### config.mk
export PLATFORM = sky130hd
export DESIGN_NAME = cfg_write_sched
export DESIGN_NICKNAME = d
export VERILOG_FILES = /design/src/rtl/cfg_write_sched.sv
export SDC_FILE = /design/constraint.sdc
export NUM_CORES = 1
export LEC_CHECK = 0
export CORE_MARGIN = 8
export CORE_UTILIZATION = 35
export CTS_CLUSTER_DIAMETER = 40
export DETAILED_ROUTE_END_ITERATION = 10
export SLEW_MARGIN = 20
export SYNTH_ARGS = -nofsm -noshare
export SYNTH_HDL_FRONTEND = slang
export SYNTH_SLANG_ARGS = --single-unit
### constraint.sdc
create_clock -name CLOCK -period 3.6 [get_ports CLOCK]
set_clock_uncertainty 0.05 [all_clocks]
set_input_delay 0.72 -clock CLOCK [delete_from_list [all_inputs] [get_ports CLOCK]]
set_output_delay 0.72 -clock CLOCK [all_outputs]
set_load 0.02 [all_outputs]
### src/rtl/cfg_write_sched.sv
// Frame-synchronous register-write scheduler: two requesters queue writes, drained on FRAME_START.
// Optional CFG_DONE watchdog is enabled by defining CFG_SCHED_TIMEOUT_EN.

// Generic FIFO: wrap-around pointers with an extra lap bit.
// Latency: push visible at head on the next cycle; pop advances the head in the same cycle.
// Backpressure: caller must not push when full or pop when empty.
module cfg_sched_fifo #(
    parameter int WIDTH = 11,
    parameter int DEPTH = 4
) (
    input  logic                     core_clk,
    input  logic                     arst_n,
    input  logic                     push_vld,
    input  logic [WIDTH-1:0]         push_dat,
    input  logic                     pop_vld,
    output logic [WIDTH-1:0]         head_dat,
    output logic [$clog2(DEPTH):0]   count,
    output logic                     full,
    output logic                     empty
);
    localparam int AW = $clog2(DEPTH);

    logic [WIDTH-1:0] mem [DEPTH];
    logic [AW:0]      wr_ptr;
    logic [AW:0]      rd_ptr;

    always_ff @(posedge core_clk or negedge arst_n) begin
        if (!arst_n) begin
            wr_ptr <= '0;
            rd_ptr <= '0;
        end else begin
            if (push_vld) wr_ptr <= wr_ptr + 1'b1;
            if (pop_vld)  rd_ptr <= rd_ptr + 1'b1;
        end
    end

    always_ff @(posedge core_clk) begin
        if (push_vld) mem[wr_ptr[AW-1:0]] <= push_dat;
    end

    assign head_dat = mem[rd_ptr[AW-1:0]];
    assign count    = wr_ptr - rd_ptr;
    assign full     = (count == (AW+1)'(DEPTH));
    assign empty    = (count == '0);
endmodule

// Round-robin write arbiter + FIFO, drained onto the register bank once per frame, then kicks CFG_START.
// Latency: first WE_A one cycle after FRAME_START; CFG_START one cycle after the last write.
// Backpressure: ACK_x is combinational and drops while the FIFO is full; requesters hold until acked.
module cfg_write_sched #(
    parameter int FIFO_DEPTH     = 4,
    parameter int TIMEOUT_CYCLES = 48000
) (
    input  logic                          CLOCK,
    input  logic                          RESET_N,
    input  logic                          REQ_A,
    input  logic                          REQ_B,
    input  logic [2:0]                    ADDR_A,
    input  logic [2:0]                    ADDR_B,
    input  logic [7:0]                    DATA_A,
    input  logic [7:0]                    DATA_B,
    output logic                          ACK_A,
    output logic                          ACK_B,
    input  logic                          FRAME_START,
    output logic                          WE_A,
    output logic [2:0]                    ADD_A,
    output logic [7:0]                    DAT_A,
    output logic                          CFG_START,
    input  logic                          CFG_DONE,
    output logic                          BUSY,
    output logic [$clog2(FIFO_DEPTH):0]   PENDING,
    output logic                          TIMEOUT_ERR
);
    localparam int AW = $clog2(FIFO_DEPTH);

    typedef enum logic [1:0] {IDLE, DRAIN, START, WAIT_DONE} state_t;

    state_t      state_q, state_d;
    logic        last_b_q;
    logic        grant_a, grant_b;
    logic        full, empty, push, pop;
    logic [10:0] push_dat, head_dat;
    logic [AW:0] remain_q;
    logic        tmo_hit;

    // Lone requester wins; on a tie the side not granted last wins.
    assign grant_a  = REQ_A & (~REQ_B | last_b_q);
    assign grant_b  = REQ_B & ~grant_a;
    assign ACK_A    = grant_a & ~full & RESET_N;
    assign ACK_B    = grant_b & ~full & RESET_N;
    assign push     = ACK_A | ACK_B;
    assign push_dat = ACK_A ? {ADDR_A, DATA_A} : {ADDR_B, DATA_B};

    cfg_sched_fifo #(.WIDTH(11), .DEPTH(FIFO_DEPTH)) u_fifo (
        .core_clk (CLOCK),
        .arst_n   (RESET_N),
        .push_vld (push),
        .push_dat (push_dat),
        .pop_vld  (pop),
        .head_dat (head_dat),
        .count    (PENDING),
        .full     (full),
        .empty    (empty)
    );

    always_ff @(posedge CLOCK or negedge RESET_N) begin
        if (!RESET_N) begin
            state_q  <= IDLE;
            last_b_q <= 1'b1;
            remain_q <= '0;
            WE_A     <= 1'b0;
            ADD_A    <= '0;
            DAT_A    <= '0;
        end else begin
            state_q <= state_d;
            if (ACK_A)      last_b_q <= 1'b0;
            else if (ACK_B) last_b_q <= 1'b1;
            // remain_q counts writes still owed after the one being issued now.
            if (pop) remain_q <= (state_q == IDLE) ? PENDING - 1'b1 : remain_q - 1'b1;
            WE_A <= pop;
            if (pop) begin
                ADD_A <= head_dat[10:8];
                DAT_A <= head_dat[7:0];
            end
        end
    end

    always_comb begin
        state_d   = state_q;
        pop       = 1'b0;
        CFG_START = 1'b0;
        case (state_q)
            IDLE: begin
                if (FRAME_START && !empty) begin
                    pop     = 1'b1;
                    state_d = DRAIN;
                end
            end
            DRAIN: begin
                if (remain_q != '0) pop = 1'b1;
                else                state_d = START;
            end
            START: begin
                CFG_START = 1'b1;
                state_d   = WAIT_DONE;
            end
            WAIT_DONE: begin
                if (CFG_DONE || tmo_hit) state_d = IDLE;
            end
            default: state_d = IDLE;
        endcase
    end

    assign BUSY = (state_q != IDLE);

`ifdef CFG_SCHED_TIMEOUT_EN
    localparam int TW = (TIMEOUT_CYCLES > 1) ? $clog2(TIMEOUT_CYCLES) : 1;

    logic [TW-1:0] tmo_cnt_q;
    logic          tmo_err_q;

    assign tmo_hit     = (state_q == WAIT_DONE) && (tmo_cnt_q == TW'(TIMEOUT_CYCLES - 1));
    assign TIMEOUT_ERR = tmo_err_q;

    always_ff @(posedge CLOCK or negedge RESET_N) begin
        if (!RESET_N) begin
            tmo_cnt_q <= '0;
            tmo_err_q <= 1'b0;
        end else begin
            if (state_q == WAIT_DONE) tmo_cnt_q <= tmo_cnt_q + 1'b1;
            else                      tmo_cnt_q <= '0;
            if (tmo_hit && !CFG_DONE) tmo_err_q <= 1'b1;
        end
    end
`else
    assign tmo_hit     = 1'b0;
    assign TIMEOUT_ERR = 1'b0;
`endif
endmodule

Word level (Yosys, flattened, before mapping) --
Memory sizes are Yosys's and may differ from the RTL's. A register that Yosys moved wholly into a read port is not among the register bits. Index checks and enable logic that the tools add are counted.
Storage, ports and cells: bits in registers 13, input port bits 28, output and inout port bits 20, memory bits (read-only) 0, latch bits 0, memories 1, RAM bits 44
Operators by class: $mul 0, bitwise logic cells 11, eq/ne operators 7, order comparisons 0, mux-type cells 14, add/sub/neg operators 5, div/mod/pow operators 0, reduce and logical (&&, ||, !) cells 9, shift-type cells 0
Memory list:
- u_fifo.mem | depth 4, bits a word 11, rd ports 1, clocked after Yosys merged registers in 1, wr ports 1, line 23 | logic [WIDTH-1:0] mem [DEPTH];
Operator list (number):
- $mux W11 | 1
- $pmux W2 S4 | 1
- $mux W1 | 7
- $add A3 B1 Y3 const B | 2
- $and A1 B1 Y1 | 6
- $mux W2 | 3
- $sub A3 B1 Y3 const B | 2
- $eq A2 B2 Y1 const B | 2
- $ne A2 B2 Y1 const B | 2
- $reduce_bool A2 Y1 | 2
- $eq A3 B3 Y1 const B | 1
- $logic_not A3 Y1 | 1
- $mux W3 | 1
- $not A1 Y1 | 3
- $reduce_and A3 Y1 | 1
- $reduce_bool A3 Y1 | 1
- $sub A3 B3 Y3 | 1
- $eq A2 B1 Y1 const B | 1
- $logic_not A1 Y1 | 2
- $logic_not A2 Y1 | 1
- $ne A2 B1 Y1 const B | 1
- $or A1 B1 Y1 | 2
- $pmux W1 S2 | 1
- $logic_and A1 B1 Y1 | 1

Depth between registers and ports, before layout --
depth after elaboration 10, mapped depth 9

Cells and area by module --
A second synthesis with hierarchy kept.
Second synthesis, totals: cell total of the unflattened synthesis 176, area total of the unflattened synthesis 3020.4 µm²
By module, submodules not included:
- cfg_sched_fifo | sequential area each 1471.4 µm², cells each 90, area each 1974.4 µm², times used 1
- cfg_write_sched | sequential area each 451.7 µm², cells each 86, area each 1046.0 µm², times used 1

Least setup slack after synthesis --
No wires, ideal clock.
path kind flip-flop to output port, from register u_fifo.rd_ptr[0], to output ACK_B, data arrival time 2.216 ns, required time 2.830 ns, slack 0.614 ns, cell stages (with the launch flop) 7, path through dfrtp_1 -> ha_1 -> fa_1 -> xor3_2 -> a21boi_0 -> nand2_1 -> a21oi_1
Between the ends: cells in the longest elaborated chain, start to end 5
RTL lines:
- start, declared | line 25 | logic [AW:0] rd_ptr;
- start signal, assigned | line 33 | if (pop_vld) rd_ptr <= rd_ptr + 1'b1;
- $sub A3 B3 Y3 | line 42 | assign count = wr_ptr - rd_ptr;
- net PENDING[2] | line 71 | output logic [$clog2(FIFO_DEPTH):0] PENDING,
- $eq A3 B3 Y1 | line 43 | assign full = (count == (AW+1)'(DEPTH));
- $not A1 Y1 | line 90 | assign ACK_B = grant_b & ~full & RESET_N;
- $and A1 B1 Y1 (2 in a row) | line 90
- end, declared | line 63 | output logic ACK_B,
The timed path passes the listed nets, and every way through them passes these cells.

Final worst setup path --
from register u_fifo.wr_ptr[0], to output ACK_A
Between the ends: cells in the longest elaborated chain, start to end 5
RTL lines:
- start, declared | line 24 | logic [AW:0] wr_ptr;
- start signal, assigned | line 32 | if (push_vld) wr_ptr <= wr_ptr + 1'b1;
- $sub A3 B3 Y3 | line 42
- $eq A3 B3 Y1 | line 43
- $not A1 Y1 | line 89 | assign ACK_A = grant_a & ~full & RESET_N;
- $and A1 B1 Y1 (2 in a row) | line 89
- end, declared | line 62 | output logic ACK_A,
No other way between the ends.

==> results.md <==
- GR Util met1: 0.121
- Clock slew at reported path FFs: 0.08 ns
- Gate power share: 0.482
- Antenna diode count: 0
- Placed cell areas: 3690 µm²
- TNS Setup: 0 ns
- Crit-path cells: inv_1 > ha_1 > fa_1 > xor3_2 > a21boi_1 > and3_1 > dlygate4sd2_1
- Hold_buf cts: 0
- Worst Tran Pin Value: 0.848 ns
- Critical Path Fanout Max: 4
- Worst Setup Start Kind: register
- GRT Residual Overflow: 0
- Slowest CP cell: xor3_2
- P_sw: 1.27 mW
- Inst Count DP: 342
- Total Nets Final: 286
- Core area: 8640 µm²
- Row count: 34
- Clock tree buffer depth: 2
- R2R cell count: 8
- # H-tree levels: 3
- Port buffer count: 46
- First-pass GRT wire length: 9.32 mm
- Initial Util: 0.358
- Wire per inst: 16.2 µm
- Gate Count Post-Synth: 186
- Commonest non-fill, non-tap cells in the layout: 44 x clkdlybuf4s50_1, 44 x edfxtp_1, 23 x dfrtp_1
- Antenna-violating nets left: 0
- Sequential share of power: 0.334
- FF+latch count, synth: 68
- CTS Sinks: 68
- RSZ-0062 raised after global routing: false
- Cell Int Power: 2.41 mW
- Clock network fraction of total power: 0.184
- Sw Ratio: 0.345
- Final period util: 0.948
- Unique cell type count in the Yosys netlist: 42
- Finished Layout Cells: 358
- Vias post-DR: 1709
- Beginning of the critical path: u_fifo.wr_ptr[0]
- Design Area, Final: 3910 µm²
- Global routing's busiest layer: met2
- Max-Cap Viols: 0
- Layout cell share with drive strength beyond 1: 0.248
- Fmax: 0.293 GHz
- Mapped Area: 3090 µm²
- Critical path type: register to output port
- Vias in the first global route: 1802
- Routability cong.: 0.741
- Initial antenna violation count: 0
- CP required: 2.83 ns
- Worst-Skew Late Latency: 0.34 ns
- Leakage power: 1.50 nW
- Post-DP HPWL: 4.02 mm
- CTS tree: built
- Largest net degree at the start of global routing: 26
- Fin crit period: 3.41 ns
- Slew Limit Headroom: 0.434
- Synth Area per Inst: 16.6 µm²
- Worst hold-check path type: register to register
- GRT Total Usage: 0.104
- 1st-pass router iterations: 4
- Storage cell area: 1920 µm²
- Die area: 12100 µm²
- Status: completed
- Area delta synth->final: 26.5%
- Die Span Y: 110 µm
- EDFF count, synth: 44
- Area contributors post-synth: edfxtp_1 43%, dfrtp_1 19%, mux4_2 8.0%
- Filler cells: 780
- 1st-iter DRT viols: 48
- Post-Route WL: 5.78 mm
- IR Drop Worst-Case VDD: 0.000287 V
- Primary FF master, synth: edfxtp_1
- Crit-path max cell delay: 0.40 ns
- Worst r2r src: u_fifo.wr_ptr[0]
- Final setup fails: 0
- Root Buffer: clkbuf_8
- Fin. max-slew vios: 0
- Yosys warns: 0
- Top cell type's share of synthesized area: 0.428
- Met3 GRT Util: 0.0311
- M2 GR Usage: 0.170
- Async SR Flop Fraction: 0.353
- Post-synthesis sequential area ratio: 0.623
- R2R Path End: ADD_A[0]
- Yosys top cell by area: edfxtp_1
- CP endpoint kind: output port
- Critical path arrival: 2.64 ns
- PwrDens: 943 nW/µm²
- Top Ports: 48
- Multi-input gate area: 1070 µm²
- R2R setup slack: 0.51 ns
- Vias/cell: 4.77
- Post-synth net total: 227
- Final Hold Viols: 0
- Die X: 110 µm
- Critical path destination: ACK_A
- # DRC: 0
- CTS Buf Count: 9
-- what timing repair did --
action | CTS | global route
setup buffers | 0 | 0
resized for setup | 3 | 0
setup endpoints to repair | 2 | 0
-- metal layers --
layer	up-vias	routed length [µm]
met3	4	259
met2	37	2930
met1	848	2540
li1	820	-
met4	0	56
met5	-	0
-- sequential cells by signal, summed over array words and instances (netlist names) --
signal and cells:
ADD_A 3, u_fifo.rd_ptr 3, WE_A 1, u_fifo.mem 44
u_fifo.wr_ptr 3, state_q 2, remain_q 3, last_b_q 1
DAT_A 8
-- cell families (layout without fill, tap and decap cells) --
kind of cell             after synthesis  count (layout)  share of synthesized area
flip-flops                            68              68                      0.623
multiplexers                          37              37                      0.183
AND/OR/NAND/NOR                       23              23                     0.0397
buffers and inverters                 16              80                     0.0296
adder cells (fa/ha/maj)               13              13                     0.0551
XOR/XNOR                               5               5                     0.0194
other                                  1               1                    0.00121
AO/OA/AOI/OAI                         23              23                     0.0494
-- power by group through the flow --
stage	combinational, mW	sequential (mW)	clock, mW
6_report	1.77	1.23	0.678
5_1_grt	1.94	1.26	0.724
4_1_cts	1.81	1.24	0.698
3_5_place_dp	1.81	1.25	0
3_3_place_gp	1.78	1.24	0
2_1_floorplan	1.16	1.32	0
-- per-stage QoR --
step           setup slack (ns)  hold WS [ns]  total power, mW   util
2_1_floorplan             0.614         0.374             2.48      -
4_1_cts                   0.112         0.447             3.75  0.452
3_3_place_gp              0.154         0.434             3.03  0.428
3_5_place_dp              0.131         0.431             3.05  0.428
5_1_grt                  0.0554         0.470             3.93  0.452
6_report                  0.187         0.441             3.68  0.452
-- synthesized netlist by cell type, types with 2 or more instances --
master / instances
edfxtp_1: 44
dfrtp_1: 23
mux2_2: 17
ha_1: 12
mux4_2: 11
inv_1: 9
o21ai_0: 8
mux2_4: 7
nand2_1: 6
and2_1: 5
a21oi_1: 4
buf_4: 2
clkbuf_1: 2
mux2i_1: 2
nand2b_1: 2
nor2_1: 2
nor3_1: 2
o211ai_1: 2
xnor2_1: 2
xor2_1: 2
-- worst max-delay path: cells and delay by family, from the launching register on --
family	cells	cell delay [ns]
simple gates	1	0.26
flops	1	0.38
buf+inv	2	0.47
fa+ha+maj	2	0.57
compound gates	1	0.23
xor+xnor	1	0.40
-- layout make-up --
| cell class | count | area share |
|---|---|---|
| clock inverter | 6 | 0.0227 |
| tap | 108 | 0.0346 |
| inverter | 9 | 0.00865 |
| clock buffer | 10 | 0.0327 |
| timing repair buffer | 55 | 0.134 |
| sequential | 68 | 0.492 |
| multi-input combinational | 102 | 0.275 |
-- worst min-delay path by stage --
stage | slack [ns] | startpoint | endpoint | cells after the start
3_3_place_gp | 0.43 | u_fifo.rd_ptr[2] | u_fifo.rd_ptr[2] | 1
6_report | 0.44 | u_fifo.rd_ptr[2] | u_fifo.rd_ptr[2] | 1
4_1_cts | 0.45 | u_fifo.rd_ptr[2] | u_fifo.rd_ptr[2] | 1
3_5_place_dp | 0.43 | u_fifo.rd_ptr[2] | u_fifo.rd_ptr[2] | 1
5_1_grt | 0.47 | u_fifo.rd_ptr[2] | u_fifo.rd_ptr[2] | 1
2_1_floorplan | 0.37 | RESET_N | ADD_A[0] | 0
Note: power is estimated with default switching activity, not from simulation.
